### config.mk
export PLATFORM = sky130hd
export DESIGN_NAME = adc_frame_serializer
export DESIGN_NICKNAME = d
export VERILOG_FILES = /design/src/rtl/adc_frame_serializer_pkg.sv /design/src/rtl/adc_frame_serializer_sclk_phase_gen.sv /design/src/rtl/adc_frame_serializer.sv
export SDC_FILE = /design/constraint.sdc
export NUM_CORES = 1
export LEC_CHECK = 0
export ABC_CLOCK_PERIOD_IN_PS = 3900
export CAP_MARGIN = 5
export CORE_MARGIN = 8
export CORE_UTILIZATION = 56
export DETAILED_ROUTE_END_ITERATION = 10
export GPL_TIMING_DRIVEN = 0
export PLACE_DENSITY = 0.95
export SLEW_MARGIN = 0
export SYNTH_ARGS = -nofsm -noshare
export SYNTH_HDL_FRONTEND = slang
export SYNTH_SLANG_ARGS = --single-unit
### constraint.sdc
create_clock -name Clk_i -period 3.9 [get_ports Clk_i]
set_input_delay 0.78 -clock Clk_i [delete_from_list [all_inputs] [get_ports Clk_i]]
set_output_delay 0.78 -clock Clk_i [all_outputs]
set_load 0.02 [all_outputs]
### src/rtl/adc_frame_serializer_pkg.sv
// Shared definitions for the ADC frame serializer: FSM state encoding,
// default frame constants and SPI mode bits.
package adc_frame_serializer_pkg;

  typedef enum logic [1:0] {
    ST_IDLE  = 2'd0,
    ST_SETUP = 2'd1,
    ST_SHIFT = 2'd2,
    ST_HOLD  = 2'd3
  } state_e;

  localparam int DEF_BITS_RESOLUTION = 24;
  localparam int DEF_SCLK_DIV        = 4;
  localparam int DEF_CS_SETUP_CYC    = 2;
  localparam int DEF_CS_HOLD_CYC     = 2;
  localparam int DEF_PARITY_EN       = 0;

  // Mode 0: SCLK idles low, data sampled on the rising edge.
  localparam logic SPI_CPOL = 1'b0;
  localparam logic SPI_CPHA = 1'b0;

endpackage

### src/rtl/adc_frame_serializer_sclk_phase_gen.sv
// SCLK phase generator: half-period and bit counters for the SHIFT state.
// Outputs describe what the next clock edge will do to SCLK.
module sclk_phase_gen #(
  parameter int NBITS    = 24,
  parameter int SCLK_DIV = 4
) (
  input  logic Clk_i,
  input  logic Reset_i,
  input  logic Srst_i,
  output logic Low_Start_o,
  output logic Rise_o,
  output logic Fall_o,
  output logic Last_Bit_o
);

  localparam int DW = (SCLK_DIV > 1) ? $clog2(SCLK_DIV) : 1;
  localparam int BW = (NBITS > 1) ? $clog2(NBITS) : 1;

  logic [DW-1:0] div_q, div_d;
  logic [BW-1:0] bit_q, bit_d;
  logic          phase_q, phase_d;
  logic          half_end_s;

  assign half_end_s  = (div_q == DW'(SCLK_DIV - 1));
  assign Rise_o      = half_end_s & ~phase_q;
  assign Fall_o      = half_end_s & phase_q;
  assign Last_Bit_o  = (bit_q == BW'(NBITS - 1));
  assign Low_Start_o = Fall_o & ~Last_Bit_o;

  always_comb begin
    div_d   = div_q;
    bit_d   = bit_q;
    phase_d = phase_q;
    if (Srst_i) begin
      div_d   = '0;
      bit_d   = '0;
      phase_d = 1'b0;
    end else if (half_end_s) begin
      div_d   = '0;
      phase_d = ~phase_q;
      bit_d   = phase_q ? bit_q + BW'(1) : bit_q;
    end else begin
      div_d   = div_q + DW'(1);
    end
  end

  always_ff @(posedge Clk_i or posedge Reset_i) begin
    if (Reset_i) begin
      div_q   <= '0;
      bit_q   <= '0;
      phase_q <= 1'b0;
    end else begin
      div_q   <= div_d;
      bit_q   <= bit_d;
      phase_q <= phase_d;
    end
  end

endmodule

### src/rtl/adc_frame_serializer.sv
// Serial ADC frame emitter: latches a parallel sample on strobe and shifts it
// out MSB-first as an nCS/SCLK/SDO frame, with optional even parity.
module adc_frame_serializer
  import adc_frame_serializer_pkg::*;
#(
  parameter int BITS_RESOLUTION = DEF_BITS_RESOLUTION,
  parameter int SCLK_DIV        = DEF_SCLK_DIV,
  parameter int CS_SETUP_CYC    = DEF_CS_SETUP_CYC,
  parameter int CS_HOLD_CYC     = DEF_CS_HOLD_CYC,
  parameter int PARITY_EN       = DEF_PARITY_EN
) (
  input  logic                       Clk_i,
  input  logic                       Reset_i,
  input  logic [BITS_RESOLUTION-1:0] Val_i,
  input  logic                       Strobe_i,
  input  logic                       Clr_Ovr_i,
  output logic                       nCS_o,
  output logic                       SCLK_o,
  output logic                       SDO_o,
  output logic                       Busy_o,
  output logic                       Done_o,
  output logic                       Overrun_o
);

  localparam int N       = BITS_RESOLUTION + PARITY_EN;
  localparam int CNT_MAX = (CS_SETUP_CYC > CS_HOLD_CYC) ? CS_SETUP_CYC : CS_HOLD_CYC;
  localparam int CW      = $clog2(CNT_MAX + 1);

  state_e              state_q, state_d;
  logic [CW-1:0]       cnt_q, cnt_d;
  logic [N-1:0]        sh_q, sh_d;
  logic                ncs_q, ncs_d, busy_q, busy_d;
  logic                sclk_q, sclk_d, sdo_q, sdo_d;
  logic                done_q, done_d, ovr_q, ovr_d;
  logic [BITS_RESOLUTION:0] load_s;
  logic                low_start_s, rise_s, fall_s, last_bit_s;

  // Parity sits below the LSB; the part-select drops it when disabled.
  assign load_s = {Val_i, ^Val_i};

  sclk_phase_gen #(
    .NBITS    (N),
    .SCLK_DIV (SCLK_DIV)
  ) u_phase (
    .Clk_i       (Clk_i),
    .Reset_i     (Reset_i),
    .Srst_i      (state_q != ST_SHIFT),
    .Low_Start_o (low_start_s),
    .Rise_o      (rise_s),
    .Fall_o      (fall_s),
    .Last_Bit_o  (last_bit_s)
  );

  always_comb begin
    state_d = state_q;
    cnt_d   = cnt_q;
    sh_d    = sh_q;
    sdo_d   = sdo_q;
    sclk_d  = SPI_CPOL;
    done_d  = 1'b0;
    case (state_q)
      ST_IDLE: begin
        sdo_d = 1'b0;
        if (Strobe_i) begin
          state_d = ST_SETUP;
          cnt_d   = '0;
          sh_d    = load_s[BITS_RESOLUTION -: N];
          sdo_d   = Val_i[BITS_RESOLUTION-1];
        end
      end
      ST_SETUP: begin
        if (cnt_q == CW'(CS_SETUP_CYC - 1)) begin
          state_d = ST_SHIFT;
          cnt_d   = '0;
        end else begin
          cnt_d   = cnt_q + CW'(1);
        end
      end
      ST_SHIFT: begin
        if (rise_s) begin
          sclk_d = 1'b1;
        end else if (fall_s) begin
          sclk_d = 1'b0;
        end else begin
          sclk_d = sclk_q;
        end
        if (low_start_s) begin
          sh_d  = {sh_q[N-2:0], 1'b0};
          sdo_d = sh_q[N-2];
        end
        if (fall_s && last_bit_s) begin
          state_d = ST_HOLD;
          cnt_d   = '0;
        end
      end
      ST_HOLD: begin
        if (cnt_q == CW'(CS_HOLD_CYC - 1)) begin
          state_d = ST_IDLE;
          done_d  = 1'b1;
          sdo_d   = 1'b0;
        end else begin
          cnt_d   = cnt_q + CW'(1);
        end
      end
      default: begin
        state_d = ST_IDLE;
        sdo_d   = 1'b0;
      end
    endcase

    ncs_d  = (state_d == ST_IDLE);
    busy_d = (state_d != ST_IDLE);
    // An overrun set takes priority over a coincident clear.
    if (Strobe_i && (state_q != ST_IDLE)) begin
      ovr_d = 1'b1;
    end else if (Clr_Ovr_i) begin
      ovr_d = 1'b0;
    end else begin
      ovr_d = ovr_q;
    end
  end

  always_ff @(posedge Clk_i or posedge Reset_i) begin
    if (Reset_i) begin
      state_q <= ST_IDLE;
      cnt_q   <= '0;
      sh_q    <= '0;
      ncs_q   <= 1'b1;
      busy_q  <= 1'b0;
      sclk_q  <= SPI_CPOL;
      sdo_q   <= 1'b0;
      done_q  <= 1'b0;
      ovr_q   <= 1'b0;
    end else begin
      state_q <= state_d;
      cnt_q   <= cnt_d;
      sh_q    <= sh_d;
      ncs_q   <= ncs_d;
      busy_q  <= busy_d;
      sclk_q  <= sclk_d;
      sdo_q   <= sdo_d;
      done_q  <= done_d;
      ovr_q   <= ovr_d;
    end
  end

  assign nCS_o     = ncs_q;
  assign SCLK_o    = sclk_q;
  assign SDO_o     = sdo_q;
  assign Busy_o    = busy_q;
  assign Done_o    = done_q;
  assign Overrun_o = ovr_q;

endmodule

* Word level (Yosys, flattened, before mapping)
Cells that the tools add are included.
** Word-level totals
- Register bits :: 41
- Bits of input ports :: 28
- Output and inout port bits :: 6
- Word-level logic and storage cells :: 79
** Operators by class
- $add $sub $neg :: 3
- Eq/ne operators :: 13
- Mux-type cells :: 31
- Bitwise logic cells :: 5
- Reductions and logical operators :: 15
** Operators with widths (count)
- $mux W23 :: 2
- $pmux W23 S2 :: 1
- $mux W2 :: 10
- $pmux W2 S4 :: 2
- $mux W5 :: 3
- $mux W1 :: 12
- $ne A2 B2 Y1 const B :: 6
- $reduce_bool A2 Y1 :: 6
- $reduce_and A3 Y1 :: 3
- $eq A2 B2 Y1 const B :: 3
- $add A5 B1 Y5 const B :: 1
- $eq A5 B5 Y1 const B :: 1
- $add A2 B1 Y2 const B :: 2
- $eq A2 B1 Y1 const B :: 2
- $logic_not A2 Y1 :: 2
- $and A1 B1 Y1 :: 3
- $ne A3 B3 Y1 const B :: 1
- $pmux W1 S3 :: 1
- $reduce_bool A3 Y1 :: 1
- $logic_and A1 B1 Y1 :: 2
- $not A1 Y1 :: 2
- $reduce_and A2 Y1 :: 1

* Longest topological paths before layout
Gate-level depths: netlist (run 1).
- Depth after elaboration :: 6
- Depth in mapped cells :: 7
- Depth with buffers taken out :: 6

* By module
Synthesis (run 1) repeated with hierarchy kept, for this count alone.
** Unflattened totals
- Cell total of the unflattened synthesis :: 164
- Area, all modules :: 2057.0 um^2
** By module, submodules not included
- adc_frame_serializer :: times used 1, cells each 127, area an instance 1682.9 um^2, seq. area each 827.0 um^2
- sclk_phase_gen :: times used 1, cells each 37, area an instance 374.1 um^2, seq. area each 200.2 um^2

* Worst setup path before layout (run 1)
No wires, ideal clock.
- Path kind :: input to register
- Start point :: input Strobe_i
- End point :: register sh_q[15]
- Library setup time :: 122 ps
- Data arrival time :: 1622 ps
- Required time :: 3778 ps
- Slack :: 2156 ps
- Cell stages on the path :: 6
- Buffers on the path :: 2
- Path through :: or3b_1 > o31a_1 > buf_6 > buf_6 > nand2_1 > o21ai_1
** On the way
- Longest elaborated chain between the ends :: 2
** Ends and longest elaborated chain
- start: declaration :: RTL line adc_frame_serializer.sv:15 : input logic Strobe_i,
- $ne A2 B2 Y1 (no line)
- $reduce_and A3 Y1 (no line)
- end signal: assignment :: RTL line adc_frame_serializer.sv:127 : sh_q <= '0;
- end signal: assignment :: RTL line adc_frame_serializer.sv:137 : sh_q <= sh_d;
- end: declaration :: RTL line adc_frame_serializer.sv:31 : logic [N-1:0] sh_q, sh_d;
No other way between the ends.
A chain may end at the register's enable or synchronous reset.

* Final worst setup path (run 1)
- Start point :: register ncs_q, in the netlist nCS_o
- End point :: output nCS_o
** RTL lines
- start: declaration :: RTL line adc_frame_serializer.sv:32 : logic ncs_q, ncs_d, busy_q, busy_d;
- start signal: assignment :: RTL line adc_frame_serializer.sv:138 : ncs_q <= ncs_d;
- end: declaration :: RTL line adc_frame_serializer.sv:17 : output logic nCS_o,
No word-level cell between the ends.

==> flow_summary.json, run 1 <==
{
  "worst_pin_slew_ns": 0.8388,
  "insertion_delay_ns": 0.36,
  "yosys_warnings": 0,
  "ys_ff_latch": 41,
  "max_stage_delay_ns": 0.59,
  "final_util_pct": 73.62,
  "start_kind": "register",
  "timing.critical_path.fanout_max": 1,
  "slew_headroom_pct": 44.00,
  "finalCriticalPeriod_ns": 2.248,
  "critPathTopFamily": "buffers and inverters",
  "setup_viol": 0,
  "cts.sinks": 41,
  "crit_buf_inv": 1,
  "critPathArrivalTime_ns": 1.47,
  "grt_pass1_wl_mm": 6.492,
  "io_buffers": 33,
  "initial_core_util_pct": 59.04,
  "drt_wl_total_mm": 3.739,
  "hp-class": "register to register",
  "fp.dieW_um": 75.55,
  "synth_cells": 181,
  "cts_resized": 0,
  "hold_viol": 0,
  "synth.distinct_cells": 32,
  "die_y_um": 75.55,
  "dr.pass1.iters": 4,
  "avgSynthCellArea_um2": 10.97,
  "first_global_vias": 1450,
  "synthToLayoutAreaGrowth_pct": 24.70,
  "setup_tns_ns": 0,
  "dp_cells": 260,
  "diodes": 0,
  "synth_top_area_share_pct": 50.41,
  "fmax_mhz": 444.7,
  "max-cap-violations": 0,
  "h-tree-depth": 2,
  "root_buffer": "clkbuf_4",
  "drtAntennaViolNets": 0,
  "skew_ns": 0.01004,
  "clk_path_buf_depth": 2,
  "yosys.area.top_type": "dfrtp_1",
  "antenna_found_initial": 0,
  "design_area_mm2": 0.002476,
  "drc": 0,
  "io_pins": 34,
  "critPathKind": "register to output port",
  "dpl_cell_area_mm2": 0.002374,
  "crit_path_top_delay_cell": "clkdlybuf4s50_1",
  "cellLeakagePower_nw": 1.128,
  "drive_above_1_share_pct": 17.57,
  "drt_iter0_drc": 58,
  "grt_start_max_net_pins": 42,
  "period_share_pct": 57.65,
  "layout_common_cells": "dfrtp_1 (40), clkdlybuf4s50_1 (33), nand2_1 (32)",
  "place.gp.congestion": 0.8405,
  "end_kind": "output port",
  "fp-row-count": 21,
  "grt_use_total_pct": 15.12,
  "cts_buffers": 5,
  "rsz0062_at_grt": "no",
  "hpwl_mm": 2.795,
  "holdBufCountCts": 0,
  "status": "finished clean",
  "via_count": 1413,
  "via_per_inst": 5.272,
  "final_common_cell": "dfrtp_1",
  "grt-ovfl-total": 0,
  "ir_worst_vdd_uv": 339.5,
  "yosysSeqAreaShare_pct": 51.73,
  "path_cells": "clkdlybuf4s50_1",
  "holdWs_ns": 0.4626,
  "finalNetCount": 253,
  "clk_pin_slew_ns": 0.13,
  "final_max_slew_viol_count": 0,
  "dieArea_mm2": 0.005707,
  "wl_per_cell_um": 13.95,
  "core_mm2": 0.003363,
  "fillers": 260,
  "final_cells": 268,
  "required_ns": 3.12,
  "ys_top_cells_by_area": "dfrtp_1 (50%), mux2i_1 (12%), o21ai_2 (7.5%)",
  "cts_tree": "done",
  "syn-cell-area_mm2": 0.001986,
  "cts_setup_buffers": 0,
  "power.density_mw_per_mm2": 334.5,
  "syn_nets": 213
}
[layer usage]
layer / up-vias / track usage [%] / part of all wire [%]
met1: 673 / 18.24 / 45
met3: 6 / 5.132 / 4.8
met2: 30 / 24.35 / 49
met4: 0 / 5.757 / 1.7
met5: - / 0 / 0
li1: 704 / - / -
[cells by family (layout without fill, tap and decap cells)]
| logic type | Yosys count | after routing | share of synthesized area, % |
|---|---|---|---|
| simple gates | 56 | 56 | 12.79 |
| flops | 41 | 41 | 51.73 |
| compound gates | 33 | 33 | 12.16 |
| mux | 24 | 24 | 12.10 |
| buf+inv | 17 | 58 | 6.048 |
| xor+xnor | 6 | 6 | 2.647 |
| fa+ha+maj | 4 | 4 | 2.521 |
[layout make-up]
cell class	instances	area (um2)	share of cell area (%)
Timing Repair Buffer	33	330.3	13.34
Clock inverter	3	65.06	2.628
Sequential cell	41	1027	41.49
Multi-Input combinational cell	123	838.3	33.86
Clock buffer	5	37.54	1.516
Inverter	5	18.77	0.7580
Tap cell	46	57.56	2.324
Buffer	12	101.3	4.093
[cell usage after synthesis (all sizes together)]
cell type and count:
nor3 3, a22oi 1, nand2b 2, and3 1, ha 4, xnor2 3
clkbuf 1, nor2b 1, o21ai 26, or3b 1, nand3 2, mux2i 24
a21oi 2, dfrtp 40, nand3b 1, dfstp 1, inv 5, o31a 1
a31oi 1, and2 2, nand4 2, nor2 7, nand2 32, and4b 1
o211ai 2, xor2 3, or2 1, buf 11
[state kept, by name (all words and copies together) (netlist names)]
name / flops
SDO_o: 1
u_phase.div_q: 2
nCS_o: 1
Overrun_o: 1
SCLK_o: 1
state_q: 2
cnt_q: 2
u_phase.bit_q: 5
Done_o: 1
u_phase.phase_q: 1
sh_q: 23
Busy_o: 1
[stage by stage]
step	power (mW)	setup WS, ns
2_1_floorplan	0.4615	2.156
4_1_cts	0.8329	1.638
5_1_grt	0.8540	1.605
6_report	0.8283	1.652
3_5_place_dp	0.4972	1.505
3_3_place_gp	0.4957	1.330
[power by group]
group / switching [mW] / internal [mW] / total [mW]
clock network: 0.142 / 0.198 / 0.340
logic: 0.0206 / 0.0316 / 0.0522
registers: 0.00379 / 0.432 / 0.436
[path summary, 6_finish.rpt]
kind,start,to,slack [ns],depth (start not counted)
hold reg to reg,u_phase.div_q[0]$_DFF_PP0_,u_phase.div_q[0]$_DFF_PP0_,0.46,1
min in group asynchronous,Reset_i,sh_q[9]$_DFFE_PP0P_,0.90,2
setup / recovery,nCS_o$_DFF_PP1_,nCS_o,1.65,1
max in group asynchronous,Reset_i,u_phase.bit_q[3]$_DFFE_PP0P_,2.47,2
hold / removal,u_phase.div_q[0]$_DFF_PP0_,u_phase.div_q[0]$_DFF_PP0_,0.46,1
setup reg to reg,u_phase.div_q[0]$_DFF_PP0_,cnt_q[1]$_DFFE_PP0P_,2.18,6
No activity file was read; power rests on OpenSTA's default activity.
==> run 2: changes to the inputs <==
- ABC_CLOCK_PERIOD_IN_PS: 3900 -> 2250
- CORE_UTILIZATION: 56 -> 52
- PLACE_DENSITY: 0.95 -> 0.9
- clock period: 3.9 -> 2.25 ns (I/O delays scaled with it)
==> run 2 against run 1 <==
Against the previous run:
- combinational power rose by 75%
- non-clock buffer count unchanged
- clock skew shrank 0.0073 ns
- core utilization decreased by 6.5 points
- sequential power grew 73%
- routed wire length grew 1.2%
- critical path type unchanged
- critical endpoint unchanged
- global-route usage decreased by 1.7 points
- register-to-register slack got worse by 1.7 ns
==> flow_summary.json, run 2 (synthesized netlist as in run 1, its figures left out) <==
{
  "crit_buf_inv": 1,
  "slew_headroom_pct": 44.82,
  "start_kind": "register",
  "drive_above_1_share_pct": 16.22,
  "multi_input_area_um2": 838.3,
  "rsz0062_at_grt": "no",
  "grt-ovfl-total": 0,
  "final_common_cell": "dfrtp_1",
  "layout_common_cells": "dfrtp_1 (40), clkdlybuf4s50_1 (33), nand2_1 (32)",
  "drtAntennaViolNets": 0,
  "power.density_mw_per_mm2": 528.3,
  "drc": 0,
  "grt_pass1_wl_mm": 6.582,
  "first_global_vias": 1453,
  "drt_iter0_drc": 55,
  "root_buffer": "clkbuf_8",
  "finalNetCount": 253,
  "fillers": 276,
  "holdBufCountCts": 0,
  "period_share_pct": 81.80,
  "path_cells": "clkdlybuf4s50_1",
  "finalCriticalPeriod_ns": 1.841,
  "critPathArrivalTime_ns": 1.39,
  "insertion_delay_ns": 0.28,
  "regMostFlops": "sh_q",
  "clk_pin_slew_ns": 0.07,
  "crit_path_top_delay_cell": "clkdlybuf4s50_1",
  "io_buffers": 33,
  "cts_resized": 0,
  "fmax_mhz": 543.3,
  "place.gp.congestion": 0.7976,
  "cts_setup_buffers": 0,
  "h-tree-depth": 2,
  "via_count": 1421,
  "wl_per_cell_um": 14.01,
  "cellLeakagePower_nw": 1.113,
  "end_kind": "output port",
  "hold_viol": 0,
  "critPathTopFamily": "buffers and inverters",
  "cts_buffers": 5,
  "core_mm2": 0.003661,
  "synthToLayoutAreaGrowth_pct": 23.69,
  "required_ns": 1.80,
  "diodes": 0,
  "skew_ns": 0.002731,
  "via_per_inst": 5.263,
  "worst_pin_slew_ns": 0.8265,
  "setup_tns_ns": 0,
  "setup_viol": 0,
  "seq_area_mm2": 0.001027,
  "max_stage_delay_ns": 0.59,
  "antenna_found_initial": 0,
  "hp-class": "register to register",
  "grt_start_max_net_pins": 42,
  "max-cap-violations": 0,
  "ir_worst_vdd_uv": 459.5,
  "fp.dieW_um": 77.80,
  "grt_use_total_pct": 13.43,
  "final_max_slew_viol_count": 0,
  "critPathKind": "register to output port",
  "cts.sinks": 41,
  "dieArea_mm2": 0.006052,
  "clk_path_buf_depth": 2,
  "initial_core_util_pct": 54.24,
  "cts_tree": "done",
  "io_pins": 34,
  "hpwl_mm": 2.724,
  "timing.critical_path.fanout_max": 1,
  "fp-row-count": 22,
  "dr.pass1.iters": 5,
  "final_util_pct": 67.09,
  "largest_reg_flops": 23,
  "die_y_um": 77.80,
  "reg_top3": "sh_q x23, u_phase.bit_q x5",
  "status": "finished clean",
  "drt_wl_total_mm": 3.784
}
==> run 2: cell types whose count changed in the layout (fill, tap and decap cells not counted), sizes merged <==
| cell | before | now |
|---|---|---|
| bufinv | 2 | 0 |
| clkinv | 1 | 0 |
| clkbuf | 6 | 9 |
==> run 2: final cells by class <==
| type | instances | share of cell area [%] |
|---|---|---|
| clock buffer | 8 | 3.260 |
| inverter | 5 | 0.7641 |
| tap | 48 | 2.445 |
| timing repair buffer | 33 | 13.45 |
| buffer | 12 | 4.126 |
| sequential | 41 | 41.82 |
| multi-input combinational | 123 | 34.13 |
==> run 2: path summary, 6_finish.rpt <==
| kind | start | to | slack (ns) | cells after the start |
|---|---|---|---|---|
| min in group asynchronous | Reset_i | u_phase.bit_q[4]$_DFFE_PP0P_ | 0.65 | 2 |
| worst min-delay path | u_phase.div_q[0]$_DFF_PP0_ | u_phase.div_q[0]$_DFF_PP0_ | 0.45 | 1 |
| worst min register to register | u_phase.div_q[0]$_DFF_PP0_ | u_phase.div_q[0]$_DFF_PP0_ | 0.45 | 1 |
| max in group asynchronous | Reset_i | sh_q[21]$_DFFE_PP0P_ | 1.08 | 2 |
| worst max-delay path | nCS_o$_DFF_PP1_ | nCS_o | 0.41 | 1 |
| worst max register to register | u_phase.bit_q[0]$_DFFE_PP0P_ | sh_q[15]$_DFFE_PP0P_ | 0.53 | 7 |
==> run 2: stage by stage <==
step	hold slack (ns)	total power [mW]	cell area, um2	setup WS [ns]	instances
floorplan	0.4150	0.7999	1986	0.6899	181
finish	0.4464	1.298	2456	0.4094	270
global placement	0.4283	0.8599	2376	0.005933	262
detailed placement	0.4456	0.8621	2376	0.1678	262
global route	0.4747	1.350	2456	0.3699	270
CTS	0.4555	1.307	2456	0.3949	270
==> run 2: power breakdown <==
group	internal, mW	total, mW	switching, mW
Clock	0.220	0.451	0.230
Sequential	0.749	0.755	0.00648
Combinational	0.0549	0.0916	0.0367
Total	1.02	1.30	0.273
==> run 2: metal layers <==
layer / track usage [%] / share of wire [%] / vias up
li1: - / - / 699
met1: 15.66 / 44 / 689
met2: 21.30 / 49 / 27
met3: 4.608 / 4.8 / 6
met4: 7.170 / 2.1 / 0
met5: 0 / 0 / -
==> run 3: changes to the inputs <==
- ABC_CLOCK_PERIOD_IN_PS: 2250 -> 1600
- CORE_UTILIZATION: 52 -> 47
- PLACE_DENSITY: 0.9 -> 0.86
- clock period: 2.25 -> 1.6 ns (I/O delays scaled with it)
==> run 3 against run 2 <==
Against the previous run:
- the run now ends with setup timing left
- global-route usage is 0.64 points lower
- core utilization down 2.6 points
- sequential share of layout area is 2.3 points lower
- final cell count is 3.0% higher
- worst setup slack got worse by 0.41 ns
- critical path depth is 6 higher
- via count increased by 0.84%
- sequential cell count did not move
- largest cell class unchanged
- sequential power grew 40%
==> flow_summary.json, run 3 (synthesized netlist as in run 1, its figures left out) <==
{
  "ir_worst_vdd_uv": 463.1,
  "required_ns": 1.79,
  "layout_common_cells": "dfrtp_1 (40), clkdlybuf4s50_1 (29), mux2i_1 (24)",
  "cts_tree": "done",
  "layout_setup_ws_ns": -0.002461,
  "timing.reg2reg.setup_slack_ns": -0.002,
  "rsz0062_at_grt": "yes",
  "hpwl_mm": 2.748,
  "via_count": 1433,
  "finalNetCount": 259,
  "violations": "setup timing",
  "slew_headroom_pct": 42.68,
  "finalCriticalPeriod_ns": 1.602,
  "hold_viol": 0,
  "drt_wl_total_mm": 4.071,
  "grt_use_total_pct": 12.79,
  "drc": 0,
  "core_mm2": 0.004029,
  "dp_cells": 264,
  "start_kind": "register",
  "cp-startpoint": "u_phase.bit_q[1]$_DFFE_PP0P_",
  "pre_cts_slack_ns": -0.3530,
  "final_common_cell": "dfrtp_1",
  "use_met3_pct": 3.532,
  "insertion_delay_ns": 0.30,
  "final_max_slew_viol_count": 0,
  "grt_pass1_wl_mm": 6.589,
  "grtUsageMet1_pct": 15.53,
  "reg_top3": "sh_q x23, u_phase.bit_q x5",
  "dr.pass1.iters": 4,
  "cts.sinks": 41,
  "largest_reg_flops": 23,
  "grt-ovfl-total": 0,
  "setup_viol": 3,
  "regMostFlops": "sh_q",
  "end_kind": "register",
  "place.gp.congestion": 0.7729,
  "finalPower_mw": 1.931,
  "fmax_mhz": 624.0,
  "critPathKind": "register to register",
  "io_buffers": 33,
  "antenna_found_initial": 0,
  "dieArea_mm2": 0.006561,
  "cts_buffers": 5,
  "die_y_um": 81,
  "cellLeakagePower_nw": 1.179,
  "drtAntennaViolNets": 0,
  "top_usage_layer": "met2",
  "drive_above_1_share_pct": 27.63,
  "drt_iter0_drc": 77,
  "holdBufCountCts": 0,
  "skew_ns": 0.006207,
  "design_area_mm2": 0.002596,
  "fp.dieW_um": 81,
  "first_global_vias": 1464,
  "diodes": 0,
  "grt_start_max_net_pins": 42,
  "initial_core_util_pct": 49.29,
  "synthToLayoutAreaGrowth_pct": 30.75,
  "use_met2_pct": 20.69,
  "h-tree-depth": 2,
  "fp-row-count": 23,
  "r2r-end": "sh_q[2]$_DFFE_PP0P_",
  "endpoint": "sh_q[2]$_DFFE_PP0P_",
  "status": "complete, but fails checks",
  "wl_per_cell_um": 14.64,
  "io_pins": 34,
  "setup_tns_ns": -0.003438,
  "via_per_inst": 5.155,
  "critPathArrivalTime_ns": 1.79,
  "worst_pin_slew_ns": 0.8585,
  "timing.critical_path.fanout_max": 10,
  "max-cap-violations": 0,
  "final_cells": 278,
  "dpl_cell_area_mm2": 0.002379,
  "hp-class": "register to register",
  "r2r_start": "u_phase.bit_q[1]$_DFFE_PP0P_",
  "clk_path_buf_depth": 2,
  "power.density_mw_per_mm2": 743.8,
  "r2r_cells": 7,
  "clk_pin_slew_ns": 0.08,
  "period_share_pct": 100.2,
  "root_buffer": "clkbuf_8"
}
## run 3: changes by cell type in the layout (fill, tap and decap cells not counted), moves of 4 or more
cell,previous run,this run
clkbuf_1,4,0
clkdlybuf4s50_1,33,29
buf_4,2,9
nand2_2,0,13
nand2_1,32,19
## run 3: worst min-delay path by stage
| stage | endpoint | cells past startpoint | start |
|---|---|---|---|
| 2_1_floorplan | u_phase.div_q[0]$_DFF_PP0_ | 1 | u_phase.div_q[0]$_DFF_PP0_ |
| 3_3_place_gp | u_phase.div_q[0]$_DFF_PP0_ | 1 | u_phase.div_q[0]$_DFF_PP0_ |
| 3_5_place_dp | u_phase.div_q[0]$_DFF_PP0_ | 1 | u_phase.div_q[0]$_DFF_PP0_ |
| 4_1_cts | u_phase.div_q[0]$_DFF_PP0_ | 1 | u_phase.div_q[0]$_DFF_PP0_ |
| 5_1_grt | u_phase.div_q[0]$_DFF_PP0_ | 1 | u_phase.div_q[0]$_DFF_PP0_ |
| 6_report | u_phase.div_q[0]$_DFF_PP0_ | 1 | u_phase.div_q[0]$_DFF_PP0_ |
## run 3: power by group
| part | internal [mW] | switching (mW) | total [mW] |
|---|---|---|---|
| clock | 0.390 | 0.349 | 0.738 |
| combinational | 0.0766 | 0.0516 | 0.128 |
| sequential | 1.05 | 0.0117 | 1.06 |
| total | 1.52 | 0.412 | 1.93 |
## run 3: layout make-up
class                   count  area, um2
clock inverters             1      5.005
multi-input cells         123      879.6
flip-flops and latches     41       1027
plain buffers              11      125.1
clock buffers               7      96.34
repair buffers             40      381.6
fillers                   337       1433
well taps                  50      62.56
inverters                   5      18.77
## run 3: worst max-delay path: stages (launching register included)
cell,delay [ns]
dfrtp_1,0.41
ha_2,0.19
and4b_1,0.20
o31a_1,0.26
buf_6,0.16
buf_8,0.15
nand2_1,0.08
o21ai_2,0.05
## run 3: what timing repair did
item                       CTS  global route
buffers inserted             2             5
resized for setup            5            25
setup endpoints to repair   27            27
pin swaps                    0             1
## run 3: through the flow
step                hold WS [ns]  util, %
global placement          0.4285    59.04
finish                    0.4533    64.44
detailed placement        0.4413    59.04
floorplan                 0.4150        -
CTS                       0.4515    61.86
global route              0.4808    64.44
## run 3: routing by layer
layer	wire (um)	share of wire, %
met1	1778	44
met2	2072	51
met3	175	4.3
met4	44	1.1
met5	0	0
